--- config.mk ---
export PLATFORM = sky130hd
export DESIGN_NAME = regfile_op_sequencer
export DESIGN_NICKNAME = d
export VERILOG_FILES = /design/src/rtl/regfile_op_sequencer.sv
export SDC_FILE = /design/constraint.sdc
export NUM_CORES = 1
export LEC_CHECK = 0
export CORE_ASPECT_RATIO = 0.9
export CORE_UTILIZATION = 59
export CTS_BUF_LIST = sky130_fd_sc_hd__clkbuf_16
export CTS_CLUSTER_SIZE = 16
export DETAILED_ROUTE_END_ITERATION = 6
export DONT_BUFFER_PORTS = 1
export GPL_TIMING_DRIVEN = 0
export PLACE_DENSITY = 0.78
export SYNTH_ARGS = -nofsm -noshare
export SYNTH_HDL_FRONTEND = slang
export SYNTH_SLANG_ARGS = --single-unit
--- constraint.sdc ---
create_clock -name clk -period 3.6 [get_ports clk]
set_input_delay 0 -clock clk [delete_from_list [all_inputs] [get_ports clk]]
set_output_delay 0 -clock clk [all_outputs]
set_load 0.1 [all_outputs]
--- src/rtl/regfile_op_sequencer.sv ---
// Multicycle register-file operation sequencer: IDLE -> READ -> EXEC -> WRITE.
// Optional macro RFSEQ_R0_ZERO_EN makes register 0 read as zero and ignore writes.
module regfile_op_sequencer #(
  parameter int unsigned DATA_W = 16,
  parameter int unsigned ADDR_W = 4,
  parameter int unsigned IMM_W  = 8
) (
  input  logic              clk,
  input  logic              rst,
  input  logic              cmd_valid,
  output logic              cmd_ready,
  input  logic [3:0]        cmd_op,
  input  logic [ADDR_W-1:0] cmd_rdest,
  input  logic [ADDR_W-1:0] cmd_rsrc,
  input  logic [IMM_W-1:0]  cmd_imm,
  output logic [ADDR_W-1:0] rf_rdest_loc,
  output logic [ADDR_W-1:0] rf_rsrc_loc,
  output logic              rf_en,
  output logic [DATA_W-1:0] rf_load,
  input  logic [DATA_W-1:0] rf_rdest_data,
  input  logic [DATA_W-1:0] rf_rsrc_data,
  output logic              done,
  output logic              err,
  output logic [3:0]        flags
);

  localparam int unsigned MSB = DATA_W - 1;

  localparam logic [3:0] OP_ADD  = 4'd0;
  localparam logic [3:0] OP_SUB  = 4'd1;
  localparam logic [3:0] OP_AND  = 4'd2;
  localparam logic [3:0] OP_OR   = 4'd3;
  localparam logic [3:0] OP_XOR  = 4'd4;
  localparam logic [3:0] OP_MOV  = 4'd5;
  localparam logic [3:0] OP_MOVI = 4'd6;
  localparam logic [3:0] OP_ADDI = 4'd7;
  localparam logic [3:0] OP_CMP  = 4'd8;
  localparam logic [3:0] OP_LSH  = 4'd9;

  typedef enum logic [1:0] {IDLE, READ, EXEC, WRITE} state_t;

  state_t state, state_d;

  logic [3:0]        op_q;
  logic [ADDR_W-1:0] rdest_q, rsrc_q;
  logic [IMM_W-1:0]  imm_q;
  logic [DATA_W-1:0] opa, opb;
  logic [3:0]        flags_pend;

  logic              ready_d, en_d, done_d, err_d;
  logic [ADDR_W-1:0] rdest_loc_d, rsrc_loc_d;
  logic [DATA_W-1:0] load_d;

  logic [DATA_W-1:0] alu_res, imm_sx, add_b;
  logic [DATA_W:0]   sum, diff;
  logic              alu_wr, alu_ill, alu_upd, alu_c, alu_v;
  logic [3:0]        alu_flags;
  logic              wr_ok;

  assign imm_sx = {{(DATA_W-IMM_W){imm_q[IMM_W-1]}}, imm_q};
  assign add_b  = (op_q == OP_ADDI) ? imm_sx : opb;
  assign sum    = {1'b0, opa} + {1'b0, add_b};
  assign diff   = {1'b0, opa} - {1'b0, opb};

`ifdef RFSEQ_R0_ZERO_EN
  assign wr_ok = (rdest_q != '0);
`else
  assign wr_ok = 1'b1;
`endif

  // ALU: result, write intent and next flags from the captured operands
  always_comb begin
    alu_res   = '0;
    alu_wr    = 1'b1;
    alu_ill   = 1'b0;
    alu_upd   = 1'b0;
    alu_c     = 1'b0;
    alu_v     = 1'b0;
    alu_flags = flags;
    case (op_q)
      OP_ADD, OP_ADDI: begin
        alu_res = sum[MSB:0];
        alu_upd = 1'b1;
        alu_c   = sum[DATA_W];
        alu_v   = (opa[MSB] == add_b[MSB]) && (alu_res[MSB] != opa[MSB]);
      end
      OP_SUB, OP_CMP: begin
        alu_res = diff[MSB:0];
        alu_wr  = (op_q == OP_SUB);
        alu_upd = 1'b1;
        alu_c   = diff[DATA_W];
        alu_v   = (opa[MSB] != opb[MSB]) && (alu_res[MSB] != opa[MSB]);
      end
      OP_AND:  alu_res = opa & opb;
      OP_OR:   alu_res = opa | opb;
      OP_XOR:  alu_res = opa ^ opb;
      OP_MOV:  alu_res = opb;
      OP_MOVI: alu_res = DATA_W'(imm_q);
      OP_LSH:  alu_res = opa << opb[3:0];
      default: begin
        alu_wr  = 1'b0;
        alu_ill = 1'b1;
      end
    endcase
    if (alu_upd) alu_flags = {alu_c, alu_v, (alu_res == '0), alu_res[MSB]};
  end

  always_ff @(posedge clk or negedge rst) begin
    if (!rst) state <= IDLE;
    else      state <= state_d;
  end

  // Next state plus next values of the registered outputs
  always_comb begin
    state_d     = state;
    ready_d     = 1'b0;
    rdest_loc_d = '0;
    rsrc_loc_d  = '0;
    en_d        = 1'b0;
    load_d      = '0;
    done_d      = 1'b0;
    err_d       = 1'b0;
    case (state)
      IDLE: begin
        ready_d = 1'b1;
        if (cmd_valid) begin
          state_d     = READ;
          ready_d     = 1'b0;
          rdest_loc_d = cmd_rdest;
          rsrc_loc_d  = cmd_rsrc;
        end
      end
      READ: begin
        state_d     = EXEC;
        rdest_loc_d = rdest_q;
        rsrc_loc_d  = rsrc_q;
      end
      EXEC: begin
        state_d     = WRITE;
        rdest_loc_d = rdest_q;
        rsrc_loc_d  = rsrc_q;
        en_d        = alu_wr && wr_ok;
        load_d      = alu_res;
        done_d      = 1'b1;
        err_d       = alu_ill;
      end
      WRITE: begin
        state_d = IDLE;
        ready_d = 1'b1;
      end
      default: state_d = IDLE;
    endcase
  end

  always_ff @(posedge clk or negedge rst) begin
    if (!rst) begin
      cmd_ready    <= 1'b1;
      rf_rdest_loc <= '0;
      rf_rsrc_loc  <= '0;
      rf_en        <= 1'b0;
      rf_load      <= '0;
      done         <= 1'b0;
      err          <= 1'b0;
      flags        <= '0;
      flags_pend   <= '0;
      op_q         <= '0;
      rdest_q      <= '0;
      rsrc_q       <= '0;
      imm_q        <= '0;
      opa          <= '0;
      opb          <= '0;
    end else begin
      cmd_ready    <= ready_d;
      rf_rdest_loc <= rdest_loc_d;
      rf_rsrc_loc  <= rsrc_loc_d;
      rf_en        <= en_d;
      rf_load      <= load_d;
      done         <= done_d;
      err          <= err_d;
      if (state == IDLE && cmd_valid) begin
        op_q    <= cmd_op;
        rdest_q <= cmd_rdest;
        rsrc_q  <= cmd_rsrc;
        imm_q   <= cmd_imm;
      end
      if (state == READ) begin
`ifdef RFSEQ_R0_ZERO_EN
        opa <= (rdest_q == '0) ? '0 : rf_rdest_data;
        opb <= (rsrc_q == '0) ? '0 : rf_rsrc_data;
`else
        opa <= rf_rdest_data;
        opb <= rf_rsrc_data;
`endif
      end
      if (state == EXEC)  flags_pend <= alu_flags;
      if (state == WRITE) flags      <= flags_pend;
    end
  end

endmodule
==> results.json <==
{
  "result_of_the_run": "complete, but fails checks",
  "violated_checks": "negative setup slack",
  "synth-seq-area-share_pct": 30.9,
  "postRouteWirelength_um": 27000,
  "crit_path_frequent_cell": "sky130_fd_sc_hd__nand4_1",
  "cts_sinks": 90,
  "clk_root_buffer_cell": "sky130_fd_sc_hd__clkbuf_16",
  "clock.fmax_mhz": 254,
  "rsz0062_at_grt": "true",
  "place.gp.congestion": 1.00,
  "design.final.nets": 1062,
  "worstSetupStartpointType": "register",
  "final_core_utilization_pct": 74.0,
  "hold-path-cell-count": 3,
  "synth_top_flop_cell": "sky130_fd_sc_hd__dfrtp_1",
  "die_area_mm2": 0.0128,
  "largest_family_of_logic_cells_by_synthesized_area": "compound AO/OA/AOI/OAI gates",
  "max_slew_headroom_at_the_worst_pin_pct": 3.66,
  "dieWidth_um": 119,
  "cts.path.max_buffers": 2,
  "initial_core_util_pct": 60.5,
  "insertedDiodeCount": 0,
  "fin_worst_skew_ns": 0.00876,
  "clkLatencyLatePin_ns": 0.36,
  "final.period_utilization_pct": 109,
  "rows": 38,
  "period_needed_ns": 3.93,
  "synthSimpleGateAreaFrac_pct": 19.5,
  "detail_route.drc_violations": 0,
  "via_count": 7484,
  "post_synth_main_area_contributors": "sky130_fd_sc_hd__dfrtp_1, sky130_fd_sc_hd__ha_1, sky130_fd_sc_hd__nand2_1",
  "design.core.area_mm2": 0.0120,
  "area_growth_pct": 22.2,
  "worstReg2RegStart": "op_q[2]$_DFFE_PN0P_",
  "cts-buffers-inserted": 9,
  "routed_via_density": 6.82,
  "async_flop_share_pct": 100,
  "clkTransAtPathRegs_ns": 0.07,
  "drtPass1Iterations": 6,
  "worst-setup-path-type": "register to register",
  "min_from": "cmd_valid",
  "r2r_slack_ns": -0.33,
  "finalSetupViolations": 1,
  "crit_path_end_kind": "register",
  "worstPathCellList": "buf_6 > nor2b_4 > nand3_4 > mux2_4 > ha_4 > fa_2 > a21o_1 > nand4_1 > nand2_1 > o311ai_2 > o211ai_1 > and4bb_2 > nand4_1 > or4_4 > nand2_2",
  "post_synth_inst_count": 843,
  "synth_adder_area_share_pct": 12.9,
  "rr_endpoint": "flags_pend[1]$_DFFE_PN0P_",
  "seq_cells_post_synth": 90,
  "min-delay-path-class": "input port to register",
  "drive_above_1_share_pct": 16.2,
  "cp_top_family": "simple AND/OR/NAND/NOR gates",
  "yosys_warns": 0,
  "yosys-mux-area-fraction_pct": 8.16,
  "floorplan.die.height_um": 107,
  "setup_slack_ns": -0.334,
  "dr.first_iter.drc_count": 915,
  "synth_compound_area_share_pct": 20.7,
  "yosys.area_share.xor_xnor_pct": 2.16,
  "ff2ff_path_depth": 15,
  "post-synth-top-area-fraction_pct": 30.6,
  "synth_area_mm2": 0.00728,
  "grt_antenna_before_repair": 0,
  "worstPathMaxFanout": 7,
  "worst_path_largest_cell_delay_ns": 0.47,
  "postRouteAntennaNets": 0,
  "netlist-cell-type-count": 87,
  "nFillCells": 876,
  "setup-tns-final_ns": -0.334,
  "mappedNetlistNets": 972,
  "max_cap_viol_count": 0,
  "number_of_synthesized_flops_with_an_enable_pin": 0,
  "tritoncts": "yes",
  "yosys_top_cell_by_area": "sky130_fd_sc_hd__dfrtp_1",
  "grt_start_max_net_pins": 91,
  "overflow": 0,
  "num_io_pins": 87,
  "critPathBufInv": 1,
  "arrival_ns": 4.23,
  "worst-endpoint-required_ns": 3.90,
  "drt_wl_cell_um": 24.6,
  "cts_htree_levels": 3,
  "slew_viols_final": 0,
  "timing_worst_slew_pin_value_ns": 1.44,
  "hpwlAfterDp_um": 19000,
  "cpMaxStageDelayCell": "sky130_fd_sc_hd__or4_4",
  "finalHoldViolations": 0,
  "grt_usage_pct": 42.0,
  "io_buffers": 0,
  "grt_pass1_vias": 7268,
  "hold_path_end": "rdest_q[3]$_DFFE_PN0P_",
  "wire_length_of_the_first_global_routing_pass_um": 40200,
  "syn_avg_cell_area_um2": 8.64
}
cells in the mapped netlist, types with 4 or more instances:
master                      number
sky130_fd_sc_hd__nand2_1       154
sky130_fd_sc_hd__dfrtp_1        89
sky130_fd_sc_hd__ha_1           72
sky130_fd_sc_hd__o21ai_0        56
sky130_fd_sc_hd__inv_1          49
sky130_fd_sc_hd__nor2_1         46
sky130_fd_sc_hd__a21oi_1        43
sky130_fd_sc_hd__clkbuf_1       25
sky130_fd_sc_hd__mux2i_1        20
sky130_fd_sc_hd__nand3_1        15
sky130_fd_sc_hd__nor2b_1        15
sky130_fd_sc_hd__nor3_1         15
sky130_fd_sc_hd__mux2_2         14
sky130_fd_sc_hd__buf_2          13
sky130_fd_sc_hd__a211oi_1       11
sky130_fd_sc_hd__xnor2_1        11
sky130_fd_sc_hd__mux4_2          8
sky130_fd_sc_hd__nand4_1         8
sky130_fd_sc_hd__a221oi_1        7
sky130_fd_sc_hd__o211ai_1        7
sky130_fd_sc_hd__o221ai_1        7
sky130_fd_sc_hd__xor2_1          7
sky130_fd_sc_hd__a21o_1          5
sky130_fd_sc_hd__a22oi_1         5
sky130_fd_sc_hd__a31oi_1         5
sky130_fd_sc_hd__and3_1          5
sky130_fd_sc_hd__mux2_1          5
sky130_fd_sc_hd__nand2b_1        5
sky130_fd_sc_hd__nor4_1          5
sky130_fd_sc_hd__o2111ai_1       5
sky130_fd_sc_hd__o32ai_1         5
sky130_fd_sc_hd__or3_1           5
sky130_fd_sc_hd__a221o_1         4
sky130_fd_sc_hd__buf_6           4
sky130_fd_sc_hd__o21ai_1         4
sky130_fd_sc_hd__o21bai_1        4
sky130_fd_sc_hd__o22ai_1         4
sky130_fd_sc_hd__o2bb2ai_1       4
sequential cells by signal, summed over array words and instances (netlist names):
signal	count
rsrc_q	4
flags	4
done	1
opa	16
cmd_ready	1
state	2
imm_q	8
rf_load	16
opb	16
flags_pend	4
rf_rdest_loc	4
rdest_q	4
op_q	4
err	1
rf_en	1
rf_rsrc_loc	4
layout by cell type (no fill, tap or decap), types with 6 or more instances in the layout:
| cell type | count |
|---|---|
| sky130_fd_sc_hd__nand2_1 | 152 |
| sky130_fd_sc_hd__dfrtp_1 | 82 |
| sky130_fd_sc_hd__ha_1 | 62 |
| sky130_fd_sc_hd__o21ai_0 | 56 |
| sky130_fd_sc_hd__dlygate4sd3_1 | 54 |
| sky130_fd_sc_hd__inv_1 | 48 |
| sky130_fd_sc_hd__nor2_1 | 45 |
| sky130_fd_sc_hd__a21oi_1 | 41 |
| sky130_fd_sc_hd__buf_4 | 30 |
| sky130_fd_sc_hd__mux2i_1 | 20 |
| sky130_fd_sc_hd__clkbuf_1 | 19 |
| sky130_fd_sc_hd__nor2b_1 | 14 |
| sky130_fd_sc_hd__nor3_1 | 13 |
| sky130_fd_sc_hd__nand3_1 | 12 |
| sky130_fd_sc_hd__mux2_2 | 12 |
| sky130_fd_sc_hd__xnor2_1 | 11 |
| sky130_fd_sc_hd__clkbuf_16 | 9 |
| sky130_fd_sc_hd__nand4_1 | 8 |
| sky130_fd_sc_hd__mux4_2 | 8 |
| sky130_fd_sc_hd__a211oi_1 | 7 |
| sky130_fd_sc_hd__buf_2 | 7 |
| sky130_fd_sc_hd__xor2_1 | 7 |
| sky130_fd_sc_hd__o211ai_1 | 7 |
| sky130_fd_sc_hd__ha_4 | 7 |
| sky130_fd_sc_hd__dfrtp_2 | 7 |
| sky130_fd_sc_hd__buf_6 | 6 |
| sky130_fd_sc_hd__o221ai_1 | 6 |
| sky130_fd_sc_hd__a221oi_1 | 6 |
cell type report:
cell class                 instances  area (um2)  area share (%)
multi-input combinational        658        4910            55.2
clock inverter                     7        76.3           0.858
buffer                            37         229            2.57
timing repair buffer              85         797            8.96
sequential                        90        2260            25.4
clock buffer                       9         225            2.53
tap                              160         200            2.25
inverter                          52         199            2.24
worst max-delay path by stage:
stage	start	end	slack [ns]	cells past startpoint
after floorplan	op_q[0]$_DFFE_PN0P_	flags_pend[1]$_DFFE_PN0P_	0.01	16
after global placement	op_q[0]$_DFFE_PN0P_	flags_pend[1]$_DFFE_PN0P_	-0.75	16
after detailed placement	op_q[0]$_DFFE_PN0P_	flags_pend[1]$_DFFE_PN0P_	-0.83	16
after CTS	op_q[3]$_DFFE_PN0P_	flags_pend[1]$_DFFE_PN0P_	-0.14	15
after global routing	op_q[3]$_DFFE_PN0P_	flags_pend[1]$_DFFE_PN0P_	-0.33	15
final	op_q[2]$_DFFE_PN0P_	flags_pend[1]$_DFFE_PN0P_	-0.33	15
per-stage QoR:
step | std cells | cell area (um2) | setup WS (ns) | hold slack, ns
finish | 1098 | 8900 | -0.334 | 0.0274
global placement | 1003 | 7520 | -0.747 | -0.294
detailed placement | 1003 | 7520 | -0.826 | -0.294
floorplan | 843 | 7320 | 0.0116 | -0.296
CTS | 1083 | 8610 | -0.144 | 0.0250
global route | 1098 | 8900 | -0.328 | 0.0350
kinds of logic after synthesis:
kind of cell | after synthesis
multiplexers | 47
XOR/XNOR | 18
buffers and inverters | 95
flip-flops | 90
AO/OA/AOI/OAI | 218
AND/OR/NAND/NOR | 301
adder cells (fa/ha/maj) | 74
timing repair:
item,4_1_cts,5_1_grt
setup endpoints to repair,11,4
gates cloned,0,0
gates resized for setup,34,35
hold endpoints to repair,153,0
pin swaps,9,14
buffers inserted,14,16
hold buffers,55,0
metal layers:
| layer | part of all wire (%) | routed length, um | GRT usage, % |
|---|---|---|---|
| met1 | 39 | 10500 | 52.8 |
| met2 | 45 | 12200 | 66.8 |
| met3 | 10 | 2720 | 10.0 |
| met4 | 6.1 | 1640 | 22.6 |
| met5 | 0 | 0 | 0 |
tightest hold or removal path: cells and delay by family:
family	cells	cell delay, ns
AND/OR/NAND/NOR	3	0.35
Power is left out: the tool's default activity adds up to more than one toggle a clock period on the data nets, which glitch-free logic cannot reach.
